==> src/rtl/sa_skew_feeder.sv <==
// ============================================================================
// Module      : sa_skew_feeder
// Description : Buffers one tile of two-lane image columns and replays it
//               diagonally skewed (lane 1 one cycle behind lane 0), then
//               waits a drain interval and pulses done.
// Revision    : 1.0 - initial release
// ============================================================================
`default_nettype none

module sa_skew_feeder #(
    parameter int DATA_W       = 8,
    parameter int K_MAX        = 8,
    parameter int FLUSH_CYCLES = 3
) (
    input  logic              clk,
    input  logic              rst,
    input  logic              in_valid,
    output logic              in_ready,
    input  logic [DATA_W-1:0] in_data0,
    input  logic [DATA_W-1:0] in_data1,
    input  logic              in_last,
    output logic [DATA_W-1:0] img_out0,
    output logic [DATA_W-1:0] img_out1,
    output logic              feed_valid,
    output logic              busy,
    output logic              done
);

    localparam int c_CW    = $clog2(K_MAX + 1);
    localparam int c_IW    = (K_MAX > 1) ? $clog2(K_MAX) : 1;
    localparam int c_FW    = (FLUSH_CYCLES > 0) ? $clog2(FLUSH_CYCLES + 1) : 1;
    localparam int c_DEPTH = 1 << c_IW;

    localparam logic [c_CW-1:0] c_KMAX_M1 = c_CW'(K_MAX - 1);
    localparam logic [c_FW-1:0] c_FLUSH   = c_FW'(FLUSH_CYCLES);

    localparam logic [1:0] c_ST_IDLE  = 2'd0;
    localparam logic [1:0] c_ST_LOAD  = 2'd1;
    localparam logic [1:0] c_ST_FEED  = 2'd2;
    localparam logic [1:0] c_ST_FLUSH = 2'd3;

    logic [1:0]        r_state;
    logic [c_CW-1:0]   r_cnt;
    logic [c_CW-1:0]   r_t;
    logic [c_FW-1:0]   r_fcnt;
    logic              r_in_ready;
    logic [DATA_W-1:0] r_img0;
    logic [DATA_W-1:0] r_img1;
    logic              r_feed_valid;
    logic              r_busy;
    logic              r_done;

    logic [DATA_W-1:0] r_buf0 [c_DEPTH];
    logic [DATA_W-1:0] r_buf1 [c_DEPTH];

    logic              w_accept;
    logic [c_CW-1:0]   w_wr_idx;
    logic              w_last_beat;
    logic [c_IW-1:0]   w_wr_addr;
    logic [c_IW-1:0]   w_rd0;
    logic [c_IW-1:0]   w_rd1;

    // in_ready is only ever high in IDLE/LOAD, so it alone qualifies a beat.
    assign w_accept    = in_valid & r_in_ready;
    assign w_wr_idx    = (r_state == c_ST_IDLE) ? '0 : r_cnt;
    assign w_last_beat = in_last | (w_wr_idx == c_KMAX_M1);
    assign w_wr_addr   = c_IW'(w_wr_idx);
    assign w_rd0       = c_IW'(r_t);
    assign w_rd1       = c_IW'(r_t - 1'b1);

    // Tile storage carries no reset; only indices below K are ever read.
    always_ff @(posedge clk) begin
        if (w_accept) begin
            r_buf0[w_wr_addr] <= in_data0;
            r_buf1[w_wr_addr] <= in_data1;
        end
    end

    always_ff @(posedge clk) begin
        if (rst) begin
            r_state      <= c_ST_IDLE;
            r_cnt        <= '0;
            r_t          <= '0;
            r_fcnt       <= '0;
            r_in_ready   <= 1'b1;
            r_img0       <= '0;
            r_img1       <= '0;
            r_feed_valid <= 1'b0;
            r_busy       <= 1'b0;
            r_done       <= 1'b0;
        end else begin
            r_done <= 1'b0;
            case (r_state)
                c_ST_IDLE, c_ST_LOAD: begin
                    if (w_accept) begin
                        r_cnt  <= w_wr_idx + 1'b1;
                        r_busy <= 1'b1;
                        if (w_last_beat) begin
                            r_state    <= c_ST_FEED;
                            r_t        <= '0;
                            r_in_ready <= 1'b0;
                        end else begin
                            r_state <= c_ST_LOAD;
                        end
                    end
                end
                c_ST_FEED: begin
                    // r_cnt holds K here; step t covers 0..K inclusive.
                    r_img0       <= (r_t < r_cnt) ? r_buf0[w_rd0] : '0;
                    r_img1       <= (r_t != '0)   ? r_buf1[w_rd1] : '0;
                    r_feed_valid <= 1'b1;
                    if (r_t == r_cnt) begin
                        r_state <= c_ST_FLUSH;
                        r_fcnt  <= '0;
                    end else begin
                        r_t <= r_t + 1'b1;
                    end
                end
                c_ST_FLUSH: begin
                    r_img0       <= '0;
                    r_img1       <= '0;
                    r_feed_valid <= 1'b0;
                    if (r_fcnt == c_FLUSH) begin
                        r_state    <= c_ST_IDLE;
                        r_cnt      <= '0;
                        r_t        <= '0;
                        r_done     <= 1'b1;
                        r_busy     <= 1'b0;
                        r_in_ready <= 1'b1;
                    end else begin
                        r_fcnt <= r_fcnt + 1'b1;
                    end
                end
                default: begin
                    r_state    <= c_ST_IDLE;
                    r_in_ready <= 1'b1;
                end
            endcase
        end
    end

    assign in_ready   = r_in_ready;
    assign img_out0   = r_img0;
    assign img_out1   = r_img1;
    assign feed_valid = r_feed_valid;
    assign busy       = r_busy;
    assign done       = r_done;

endmodule

`default_nettype wire
==> config.mk <==
export PLATFORM = sky130hd
export DESIGN_NAME = sa_skew_feeder
export DESIGN_NICKNAME = d
export VERILOG_FILES = /design/src/rtl/sa_skew_feeder.sv
export SDC_FILE = /design/constraint.sdc
export NUM_CORES = 1
export LEC_CHECK = 0
export ABC_CLOCK_PERIOD_IN_PS = 3670
export BUFFER_PORTS_ARGS = -buffer_cell sky130_fd_sc_hd__clkbuf_2
export CORE_MARGIN = 3
export CORE_UTILIZATION = 35
export DETAILED_ROUTE_END_ITERATION = 10
export HOLD_SLACK_MARGIN = 0.02
export PLACE_DENSITY = 0.62
export RECOVER_POWER = 100
export SLEW_MARGIN = 20
export SYNTH_ARGS = -nofsm -noshare
export SYNTH_HDL_FRONTEND = slang
export SYNTH_SLANG_ARGS = --single-unit
==> constraint.sdc <==
create_clock -name clk -period 3.67 [get_ports clk]
set_clock_uncertainty 0.05 [all_clocks]
set_input_delay 0.734 -clock clk [delete_from_list [all_inputs] [get_ports clk]]
set_output_delay 0.734 -clock clk [all_outputs]
set_load 0.01 [all_outputs]
; ---- Word level (Yosys, flattened, before mapping)
; Memory sizes are Yosys's and may differ from the RTL's. A register that Yosys moved wholly into a read port is not among the register bits.
; Index checks and enable logic that the tools add are counted.
[totals]
memories = 2
word_cells = 76
output_inout_bits = 20
ram_bits = 128
ff_bits = 32
[memory_table]
columns = name, words, width, rd, rd_clocked_by_memory_dff, wr, line
row1 = r_buf0, 8, 8, 1, 1, 1, 53  ; logic [DATA_W-1:0] r_buf0 [c_DEPTH];
row2 = r_buf1, 8, 8, 1, 0, 1, 54  ; logic [DATA_W-1:0] r_buf1 [c_DEPTH];
[classes]
n_bitwise = 3
n_eq_ne = 12
n_mux = 33
add_sub_neg = 4
reduce_logical = 11
n_lt_le_gt_ge = 1
[ops]
columns = op, count
row1 = 8-bit one-hot mux with 2 select lines, 2
row2 = 4-bit two-way mux, 6
row3 = 8-bit two-way mux, 2
row4 = 2-bit two-way mux, 6
row5 = "2-bit inequality test, second input constant", 6
row6 = 4-bit one-hot mux with 3 select lines, 1
row7 = 3-bit AND reduction, 3
row8 = "4-bit by 1-bit adder with 4-bit output, second input constant", 2
row9 = 1-bit two-way mux, 8
row10 = 4-bit one-hot mux with 2 select lines, 1
row11 = 4-bit AND reduction, 2
row12 = "2-bit equality test, second input constant", 3
row13 = 3-bit two-way mux, 2
row14 = 1-bit one-hot mux with 2 select lines, 3
row15 = 2-bit one-hot mux with 3 select lines, 1
row16 = "4-bit by 3-bit equality test with 1-bit output, second input constant", 1
row17 = 4-bit equality test, 1
row18 = 4-bit less-than comparator, 1
row19 = 2-bit one-hot mux with 2 select lines, 1
row20 = 2-bit nonzero test, 2
row21 = 4-bit nonzero test, 1
row22 = 2-bit OR reduction, 2
row23 = "3-bit by 1-bit subtractor with 3-bit output, second input constant", 1
row24 = "2-bit by 1-bit adder with 2-bit output, second input constant", 1
row25 = other kinds (5), 5

; ---- Depth between registers and ports, before layout
; Gate-level depths: netlist of the first run.
[depth]
word_depth = 9
mapped_depth = 10
ltp_nobuf = 8

; ---- Worst setup path after synthesis of the first run
; OpenSTA, ideal clock, no wires.
[synth_path]
path_kind = input port to flip-flop
start = in in_valid
end = mem r_buf0[6][0] (enable)
arrival_ns = 2.380
setup_slack_ns = 0.831
required_ns = 3.211
stages = 3
path_cell_list = nand2_1 or3_1 nor3_1
[synth_via]
elab_chain_len = 3
[synth_rtl]
columns = item, line
row1 = start: declaration, 17  ; input logic in_valid,
row2 = 1-bit bitwise AND, 64  ; assign w_accept = in_valid & r_in_ready;
row3 = 1-bit two-way mux, 73  ; if (w_accept) begin
row4 = 1-bit two-way mux (implied by the code), 74  ; r_buf0[w_wr_addr] <= in_data0;
row5 = end: declaration, 53
; Every way passes these cells.

; ---- Final worst setup path of the first run
[layout_path]
start = reg r_state[0]
end = mem r_buf1[4][3] (enable)
[layout_via]
elab_chain_len = 2
[layout_rtl]
columns = item, line
row1 = start: declaration, 42  ; logic [1:0] r_state;
row2 = start signal: assignment, 81  ; r_state <= c_ST_IDLE;
row3 = start signal: assignment, 99  ; r_state <= c_ST_FEED;
row4 = start signal: assignment, 103  ; r_state <= c_ST_LOAD;
row5 = 2-bit logical NOT, 65  ; assign w_wr_idx = (r_state == c_ST_IDLE) ? '0 : r_cnt;
row6 = 4-bit two-way mux, 65
row7 = end: declaration, 54
; Every way passes these cells.

==> impl_results.md, run 1 <==
- Outcome: completed
- Critical path cell sequence: nor2_1 > or3_1 > nor3_1 > clkbuf_1
- Die outline height: 142 um
- Resize count post-CTS: 0
- Synthesis-to-layout area growth: 15.5%
- Number of port buffers: 39
- Total routed wirelength: 12400 um
- Detailed Place HPWL: 7560 um
- Vias in the first global route: 3607
- Post-route core utilization: 0.414
- Core Footprint: 18000 um2
- Area after detailed placement: 6950 um2
- Layout cells sized above 1: 0.160
- Placer Congestion: 0.795
- Std cell rows: 49
- Post-Route Hold Slack: 0.428 ns
- Tightest Pin Transition: 1.29 ns
- Register area share after synthesis: 0.704
- Number of nets with antenna violations after routing: 0
- Drt first pass iters: 4
- Total die area: 20100 um2
- Main synth FF type: sky130_fd_sc_hd__edfxtp_1
- Antenna violations before repair: 0
- Max-Cap Viols: 0
- Post-CTS Setup Inserts: 0
- Finished Cell Area: 7460 um2
- Number of H-tree branching levels: 4
- Setup crit end kind: flip-flop
- Largest net degree at the start of global routing: 22
- Final TNS setup: 0 ns
- Number of flops mapped to enable cells by yosys: 128
- Synthesized netlist cell count: 366
- Cell with the largest stage delay on the worst path: sky130_fd_sc_hd__clkbuf_1
- Peak supply drop: 0.000376 V
- Post-synth net total: 395
- Mean routed wirelength per cell: 18.7 um
- Total leakage power: 2.37 nW
- Via count: 3432
- Post-detailed-route DRC marker count: 0
- Total GRT Usage: 0.133
- Ratio of routed vias to standard cells: 5.19
- Pins over their slew limit: 0
- Post-layout minimum cycle time: 2.85 ns
- Startpoint Class: flip-flop
- Maximum frequency from static timing analysis: 0.351 GHz
- TritonCTS buffer count: 17
- Hold Violations, Final: 0
- Clock transition time at the flip-flop clock pins of the worst setup and hold paths: 0.06 ns
- Synthesis-stage register bit count: 163
- Mean Syn Cell Area: 17.6 um2
- Final period utilization: 0.777
- Worst-path fanout max: 16
- Most common cell after layout, fill and taps aside: sky130_fd_sc_hd__edfxtp_1
- Hold-fix buffers at CTS: 0
- Cell area power density: 553 nW/um2
- Syn Std Cell Area: 6460 um2
- Worst hold path class: flip-flop to flip-flop
- Type of the worst setup path: flip-flop to flip-flop
- Worst max-slew margin expressed relative to the limit: 0.138
- Warnings, synthesis: 0
- Arrival time reported for the critical path endpoint: 2.83 ns
- Total congestion overflow: 0
- Wire length of the first global-routing pass: 19800 um
- Starting density of the core: 0.358
- Number of setup violations in the final report: 0
- Clock latency on the worst-skew pair: 0.43 ns
- Largest buffer count on any clock path: 2
- Yosys cell types: 47
- Die X-Extent: 142 um
- Commonest cells after routing, fill and taps aside: sky130_fd_sc_hd__edfxtp_1, sky130_fd_sc_hd__clkbuf_1, sky130_fd_sc_hd__dfxtp_1
- Setup repair after global routing missed its margin: false
- Number of diodes: 0
- Post-layout nets: 448
- Initial DRC Count: 210
- Total clock sinks: 163
- Maximum cell stage delay along the critical path: 0.97 ns
- Asr flop ratio synth: 0
- Post-route total power: 4.13 mW
- CTS tree: yes
- Required time of the critical path: 3.65 ns
- Cell at the root of the clock tree: sky130_fd_sc_hd__clkbuf_16
- Ports: 40
## registers in the layout (all words and copies together), names as in the netlist, named ones only
| register | count |
|---|---|
| busy | 1 |
| r_fcnt | 2 |
| r_t | 4 |
| img_out0 | 8 |
| in_ready | 1 |
| r_state | 2 |
| r_cnt | 4 |
| done | 1 |
| img_out1 | 8 |
| r_buf1 | 64 |
| r_buf0 | 64 |
| feed_valid | 1 |
## power by group
group / internal (mW) / switching [mW] / total [mW]
Sequential: 2.03 / 0.0286 / 2.06
Combinational: 0.0984 / 0.139 / 0.237
Clock: 1.13 / 0.693 / 1.83
## cell type report
class,instances,area (um2)
Fill cell,1658,10600
Sequential cell,163,4540
Multi-Input combinational cell,179,1780
Clock buffer,18,429
Tap cell,229,287
Timing Repair Buffer,51,210
Clock inverter,14,186
Inverter,7,26.3
## worst paths after layout
| kind | start | endpoint | slack (ns) | cells after the start |
|---|---|---|---|---|
| hold reg to reg | img_out0[7] | img_out0[7] | 0.43 | 1 |
| setup reg to reg | r_state[0] | r_buf1[4][3] | 0.82 | 4 |
| setup / recovery | r_state[0] | r_buf1[4][3] | 0.82 | 4 |
| hold / removal | img_out0[7] | img_out0[7] | 0.43 | 1 |
## metrics by stage
step	setup slack, ns	cells
6_report	0.819	661
5_1_grt	0.646	661
4_1_cts	1.28	661
3_5_place_dp	1.22	629
3_3_place_gp	1.26	629
2_1_floorplan	0.831	366
## cell families (layout without fill, tap and decap cells)
kind of cell / after synthesis / after routing / synth area share
flops: 163 / 163 / 0.704
simple gates: 74 / 74 / 0.0622
compound gates: 55 / 55 / 0.0630
mux: 40 / 40 / 0.133
buf+inv: 24 / 90 / 0.0198
fa+ha+maj: 9 / 9 / 0.0174
xor+xnor: 1 / 1 / 0.00136
## synthesized netlist by cell type, types with 3 or more instances
cell,n,area (um2)
sky130_fd_sc_hd__nor3b_1,9,67.6
sky130_fd_sc_hd__nand2_1,12,45.0
sky130_fd_sc_hd__a221o_1,8,80.1
sky130_fd_sc_hd__clkbuf_1,9,33.8
sky130_fd_sc_hd__nand2b_1,4,25.0
sky130_fd_sc_hd__mux2_2,8,90.1
sky130_fd_sc_hd__inv_1,6,22.5
sky130_fd_sc_hd__a22o_1,8,70.1
sky130_fd_sc_hd__o21ai_0,4,20.0
sky130_fd_sc_hd__ha_1,9,113
sky130_fd_sc_hd__a21oi_1,17,85.1
sky130_fd_sc_hd__mux4_2,20,450
sky130_fd_sc_hd__nand3_1,8,40.0
sky130_fd_sc_hd__buf_2,5,25.0
sky130_fd_sc_hd__o21ai_1,5,25.0
sky130_fd_sc_hd__or2_1,3,18.8
sky130_fd_sc_hd__mux4_1,12,315
sky130_fd_sc_hd__nor2_1,17,63.8
sky130_fd_sc_hd__edfxtp_1,128,3840
sky130_fd_sc_hd__dfxtp_1,35,701
sky130_fd_sc_hd__nor3_1,8,40.0
## layer usage
| metal | global-route usage | up-vias | wire length, um |
|---|---|---|---|
| li1 | - | 1590 | - |
| met3 | 0.0364 | 11 | 562 |
| met2 | 0.220 | 67 | 6180 |
| met1 | 0.165 | 1764 | 5480 |
| met4 | 0.0556 | 0 | 158 |
| met5 | 0 | - | 0 |
## critical path, delay by kind of cell, from the launching register on
family	cells	cell delay [ns]
AND/OR/NAND/NOR	3	0.79
flip-flops	1	0.63
buffers and inverters	1	0.97
(Power assumes the default switching activity.)
==> inputs of run 2 (changes only) <==
- ABC_CLOCK_PERIOD_IN_PS: 3670 -> 2600
- PLACE_DENSITY: 0.62 -> 0.64
- clock period: 3.67 -> 2.6 ns (I/O delays scaled with it)
==> run 2 against run 1 <==
Fmax rose by 20%. Clock power grew 43%. Sequential share of layout area is 0.45 points lower. Highest routed layer unchanged. Register-to-register slack lost 0.59 ns. Worst hold slack worse by 0.035 ns. Core utilization grew 0.31 points. First-iteration DRC count increased by 33%.
==> impl_results.md, run 2 (synthesis gave the netlist of run 1 again) <==
- Outcome: completed (unchanged)
- Register-to-Register Setup Slack: 0.23 ns (was 0.82 ns)
- Hold Violations, Final: 0 (unchanged)
- Largest registers: r_buf0: 64 flops, r_buf1: 64 flops (unchanged)
- Required time of the critical path: 2.60 ns (was 3.65 ns)
- Placer Congestion: 0.817 (was 0.795)
- Endpoint of the worst register-to-register path: r_buf1[5][6] (was r_buf1[4][3])
- Largest buffer count on any clock path: 2 (unchanged)
- Total clock sinks: 163 (unchanged)
- Layout cells sized above 1: 0.190 (was 0.160)
- Post-Route Hold Slack: 0.393 ns (was 0.428 ns)
- Arrival time reported for the critical path endpoint: 2.37 ns (was 2.83 ns)
- Startpoint Class: flip-flop (unchanged)
- TritonCTS buffer count: 17 (unchanged)
- Worst Setup SP: r_state[0] (unchanged)
- Clock latency on the worst-skew pair: 0.42 ns (was 0.43 ns)
- Post-detailed-route DRC marker count: 0 (unchanged)
- Commonest cells after routing, fill and taps aside: sky130_fd_sc_hd__edfxtp_1, sky130_fd_sc_hd__clkbuf_1, sky130_fd_sc_hd__dfxtp_1 (unchanged)
- Worst hold path class: input pin to flip-flop (was flip-flop to flip-flop)
- Number of setup violations in the final report: 0 (unchanged)
- Hold-fix buffers at CTS: 0 (unchanged)
- Total congestion overflow: 0 (unchanged)
- Count of cells along the worst hold path: 1 (unchanged)
- Tightest Pin Transition: 0.664 ns (was 1.29 ns)
- Vias in the first global route: 3715 (was 3607)
- Number of diodes: 0 (unchanged)
- Largest net degree at the start of global routing: 21 (was 22)
- Mean routed wirelength per cell: 19.7 um (was 18.7 um)
- Post-Place Worst Slack: 0.267 ns (was 1.22 ns)
- Std cell rows: 49 (unchanged)
- Worst-path fanout max: 16 (unchanged)
- Pins over their slew limit: 0 (unchanged)
- Cell area power density: 781 nW/um2 (was 553 nW/um2)
- Setup crit end kind: flip-flop (unchanged)
- Die outline height: 142 um (unchanged)
- CTS tree: yes (unchanged)
- Peak supply drop: 0.000471 V (was 0.000376 V)
- Number of nets with antenna violations after routing: 0 (unchanged)
- Die X-Extent: 142 um (unchanged)
- Post-layout nets: 453 (was 448)
- Type of the worst setup path: flip-flop to flip-flop (unchanged)
- Total routed wirelength: 13100 um (was 12400 um)
- Antenna violations before repair: 0 (unchanged)
- Clock transition time at the flip-flop clock pins of the worst setup and hold paths: 0.07 ns (was 0.06 ns)
- Via count: 3518 (was 3432)
- Origin of the critical flop-to-flop path: r_state[0] (unchanged)
- Core Footprint: 18000 um2 (unchanged)
- Synthesis-to-layout area growth: 16.4% (was 15.5%)
- Number of H-tree branching levels: 4 (unchanged)
- Most common cell after layout, fill and taps aside: sky130_fd_sc_hd__edfxtp_1 (unchanged)
- Total die area: 20100 um2 (unchanged)
- Drt first pass iters: 4 (unchanged)
- Number of port buffers: 39 (unchanged)
- Wire length of the first global-routing pass: 20600 um (was 19800 um)
- Worst max-slew margin expressed relative to the limit: 0.558 (was 0.138)
- Area after detailed placement: 7010 um2 (was 6950 um2)
- Placed instance count: 634 (was 629)
- Detailed Place HPWL: 7660 um (was 7560 um)
- Starting density of the core: 0.358 (unchanged)
- Worst Slack Setup Final: 0.232 ns (was 0.819 ns)
- Non-filler cells in the finished layout: 666 (was 661)
- Worst reg2reg path depth: 4 (unchanged)
- Resize count post-CTS: 0 (unchanged)
- Ports: 40 (unchanged)
- Ratio of routed vias to standard cells: 5.28 (was 5.19)
- Initial DRC Count: 280 (was 210)
- Post-layout minimum cycle time: 2.37 ns (was 2.85 ns)
- Total leakage power: 2.43 nW (was 2.37 nW)
- Max-Cap Viols: 0 (unchanged)
- Maximum frequency from static timing analysis: 0.422 GHz (was 0.351 GHz)
- Post-CTS Setup Inserts: 0 (unchanged)
- Final period utilization: 0.911 (was 0.777)
- Total GRT Usage: 0.138 (was 0.133)
- Setup repair after global routing missed its margin: false (unchanged)
- Finished Cell Area: 7520 um2 (was 7460 um2)
- CP Capture Point: r_buf1[5][6] (was r_buf1[4][3])
- Cell at the root of the clock tree: sky130_fd_sc_hd__clkbuf_16 (unchanged)
- Post-route core utilization: 0.417 (was 0.414)
-- run 2: changes by cell type in the layout (fill, tap and decap cells not counted), moves of 2 or more --
cell / before / now
sky130_fd_sc_hd__buf_4: 4 / 8
sky130_fd_sc_hd__clkinvlp_4: 4 / 2
sky130_fd_sc_hd__clkbuf_2: 3 / 10
sky130_fd_sc_hd__inv_8: 0 / 3
sky130_fd_sc_hd__inv_6: 1 / 4
sky130_fd_sc_hd__clkbuf_1: 45 / 37
sky130_fd_sc_hd__clkinv_2: 3 / 1
-- run 2: area by class of cell --
type                    instances  area [um2]
clock buffers                  17         425
clock inverters                15         196
fillers                      1646       10500
inverters                       7        26.3
multi-input cells             179        1780
flip-flops and latches        163        4540
well taps                     229         287
repair buffers                 56         254
-- run 2: metal layers --
metal / vias up / GRT usage / share of wire
met2: 96 / 0.221 / 0.49
met5: - / 0 / 0
met4: 0 / 0.0540 / 0.014
met3: 15 / 0.0377 / 0.046
met1: 1800 / 0.179 / 0.45
li1: 1607 / - / -
-- run 2: worst min path at each step --
stage                           start      endpoint  slack [ns]
after CTS                 in_data1[7]  r_buf1[1][7]        0.31
after detailed placement  img_out0[5]   img_out0[5]        0.42
after global routing      in_data1[7]  r_buf1[1][7]        0.40
after global placement    img_out0[1]   img_out0[1]        0.41
after floorplan              r_cnt[3]      r_cnt[3]        0.41
final                     in_data1[7]  r_buf1[2][7]        0.39
-- run 2: worst max-delay path: stages, from the launching register on --
cell                       delay, ns
sky130_fd_sc_hd__dfxtp_1        0.58
sky130_fd_sc_hd__nor2_1         0.19
sky130_fd_sc_hd__or3_1          0.44
sky130_fd_sc_hd__nor3_1         0.17
sky130_fd_sc_hd__clkbuf_2       0.56
-- run 2: metrics by stage --
stage	power (mW)	TNS, ns
after floorplan	3.19	-1.37
after global placement	3.31	0
after detailed placement	3.33	0
after CTS	5.95	0
after global routing	6.08	0
final	5.87	0
-- run 2: where the power goes --
| group | internal [mW] | leakage [nW] | total [mW] | switching (mW) |
|---|---|---|---|---|
| clock | 1.54 | 0.301 | 2.62 | 1.08 |
| combinational | 0.141 | 0.683 | 0.342 | 0.201 |
| sequential | 2.87 | 1.44 | 2.91 | 0.0441 |
==> inputs of run 3 (changes only) <==
- CTS_BUF_LIST: unset -> sky130_fd_sc_hd__clkbuf_4
- SLEW_MARGIN: 20 -> unset
==> run 3 against run 2 <==
Die area stayed put. Flip-flop and latch count stayed put. Via count fell by 1.2%. Critical path type unchanged. Combinational power about the same. Critical path depth is the same. Worst hold slack got worse by 0.15 ns. Largest power group unchanged.
==> impl_results.md, run 3 (synthesis gave the netlist of run 1 again) <==
- Detailed Place HPWL: 7660 um (unchanged)
- Largest net degree at the start of global routing: 21 (unchanged)
- Placer Congestion: 0.817 (unchanged)
- Most common cell after layout, fill and taps aside: sky130_fd_sc_hd__edfxtp_1 (unchanged)
- Number of setup violations in the final report: 0 (unchanged)
- Type of the worst setup path: flip-flop to flip-flop (unchanged)
- Hold_sp: in_data1[7] (unchanged)
- Proportion of total power due to net switching: 0.245 (was 0.225)
- Die X-Extent: 142 um (unchanged)
- Clock latency on the worst-skew pair: 0.56 ns (was 0.42 ns)
- Worst-path fanout max: 16 (unchanged)
- Outcome: completed (unchanged)
- Largest registers: r_buf0: 64 flops, r_buf1: 64 flops (unchanged)
- Number of diodes: 0 (unchanged)
- Total clock sinks: 163 (unchanged)
- Clk network pwr share: 0.337 (was 0.446)
- Maximum frequency from static timing analysis: 0.423 GHz (was 0.422 GHz)
- Count of cells along the worst hold path: 1 (unchanged)
- Worst Slack Setup Final: 0.235 ns (was 0.232 ns)
- Tightest Pin Transition: 0.659 ns (was 0.664 ns)
- Ports: 40 (unchanged)
- Origin of the critical flop-to-flop path: r_state[0] (unchanged)
- Worst hold path class: input pin to flip-flop (unchanged)
- Register-to-Register Setup Slack: 0.24 ns (was 0.23 ns)
- Required time of the critical path: 2.74 ns (was 2.60 ns)
- Hold Violations, Final: 0 (unchanged)
- Std cell rows: 49 (unchanged)
- Clock transition time at the flip-flop clock pins of the worst setup and hold paths: 0.15 ns (was 0.07 ns)
- CTS tree: yes (unchanged)
- Peak supply drop: 0.000505 V (was 0.000471 V)
- Area after detailed placement: 7010 um2 (unchanged)
- Post-detailed-route DRC marker count: 0 (unchanged)
- Via count: 3476 (was 3518)
- Worst max-slew margin expressed relative to the limit: 0.560 (was 0.558)
- Startpoint Class: flip-flop (unchanged)
- Setup crit end kind: flip-flop (unchanged)
- Pins over their slew limit: 0 (unchanged)
- Resize count post-CTS: 0 (unchanged)
- Vias in the first global route: 3669 (was 3715)
- Combinational fraction of design power: 0.070 (was 0.058)
- Number of H-tree branching levels: 4 (unchanged)
- Total GRT Usage: 0.135 (was 0.138)
- Post-layout minimum cycle time: 2.36 ns (was 2.37 ns)
- Commonest cells after routing, fill and taps aside: sky130_fd_sc_hd__edfxtp_1, sky130_fd_sc_hd__clkbuf_1, sky130_fd_sc_hd__dfxtp_1 (unchanged)
- Cell area power density: 679 nW/um2 (was 781 nW/um2)
- Cell at the root of the clock tree: sky130_fd_sc_hd__clkbuf_4 (was sky130_fd_sc_hd__clkbuf_16)
- Core Footprint: 18000 um2 (unchanged)
- Max-Cap Viols: 0 (unchanged)
- Antenna violations before repair: 0 (unchanged)
- Arrival time reported for the critical path endpoint: 2.51 ns (was 2.37 ns)
- Mean routed wirelength per cell: 19.5 um (was 19.7 um)
- Post-route total power: 4.91 mW (was 5.87 mW)
- Die outline height: 142 um (unchanged)
- Number of nets with antenna violations after routing: 0 (unchanged)
- Ratio of routed vias to standard cells: 5.22 (was 5.28)
- Synthesis-to-layout area growth: 12.0% (was 16.4%)
- Portion of total power attributed to sequential cells: 0.593 (was 0.496)
- Post-layout nets: 453 (unchanged)
- TritonCTS buffer count: 17 (unchanged)
- Setup repair after global routing missed its margin: false (unchanged)
- Endpoint of the worst register-to-register path: r_buf1[5][0] (was r_buf1[5][6])
- Total congestion overflow: 0 (unchanged)
- Wire length of the first global-routing pass: 20200 um (was 20600 um)
- Drt first pass iters: 4 (unchanged)
- Number of port buffers: 39 (unchanged)
- Total leakage power: 2.30 nW (was 2.43 nW)
- Worst reg2reg path depth: 4 (unchanged)
- Switching component of the power: 1.20 mW (was 1.32 mW)
- Finished Cell Area: 7230 um2 (was 7520 um2)
- Final period utilization: 0.910 (was 0.911)
- Internal power consumption: 3.71 mW (was 4.55 mW)
- Layout cells sized above 1: 0.190 (unchanged)
- Initial DRC Count: 290 (was 280)
- Largest buffer count on any clock path: 2 (unchanged)
- Total routed wirelength: 13000 um (was 13100 um)
- Post-Place Worst Slack: 0.267 ns (unchanged)
- Terminating pin of the worst hold path: r_buf1[2][7] (unchanged)
- Starting density of the core: 0.358 (unchanged)
- Total die area: 20100 um2 (unchanged)
- Number of fill cells: 1689 (was 1646)
- Hold-fix buffers at CTS: 0 (unchanged)
- Post-CTS Setup Inserts: 0 (unchanged)
-- run 3: worst max-delay path by stage --
stage / from / endpoint / slack [ns] / depth (start not counted)
6_report: r_state[0] / r_buf1[5][0] / 0.24 / 4
3_3_place_gp: r_state[0] / flip-flop / 0.40 / 8
2_1_floorplan: in_valid / r_buf0[6][0] / -0.04 / 3
5_1_grt: r_state[0] / r_buf0[5][1] / 0.07 / 4
4_1_cts: r_state[0] / r_t[0] / 0.26 / 8
3_5_place_dp: r_state[0] / r_t[0] / 0.27 / 8
-- run 3: routing by layer --
metal | global-route usage | share of wire | vias up
met2 | 0.217 | 0.48 | 84
met4 | 0.0510 | 0.019 | 0
met3 | 0.0337 | 0.052 | 19
met5 | 0 | 0 | -
li1 | - | - | 1601
met1 | 0.179 | 0.45 | 1772
-- run 3: critical path: stages (launching register included) --
cell	delay (ns)
sky130_fd_sc_hd__dfxtp_1	0.60
sky130_fd_sc_hd__nor2_1	0.18
sky130_fd_sc_hd__or3_1	0.43
sky130_fd_sc_hd__nor3_1	0.17
sky130_fd_sc_hd__clkbuf_2	0.56
-- run 3: through the flow --
step                std cells   util  hold WS [ns]  TNS (ns)
floorplan                 366      -         0.414     -1.37
global placement          634  0.389         0.412         0
detailed placement        634  0.389         0.422         0
CTS                       666  0.407         0.129         0
global route              666  0.401         0.212         0
finish                    666  0.401         0.241         0
-- run 3: layout make-up --
type,count,area [um2],area share
multi-input combinational,179,1780,0.246
tap,229,287,0.0396
sequential,163,4540,0.628
timing repair buffer,56,269,0.0372
inverter,7,26.3,0.00363
clock inverter,15,196,0.0272
clock buffer,17,128,0.0176
-- run 3: power groups by stage --
| stage | Sequential, mW | Combinational (mW) | Clock, mW |
|---|---|---|---|
| 6_report | 2.91 | 0.344 | 1.66 |
| 5_1_grt | 2.92 | 0.385 | 1.80 |
| 4_1_cts | 2.91 | 0.364 | 1.69 |
| 3_5_place_dp | 2.97 | 0.361 | 0 |
| 3_3_place_gp | 2.96 | 0.350 | 0 |
| 2_1_floorplan | 2.95 | 0.242 | 0 |
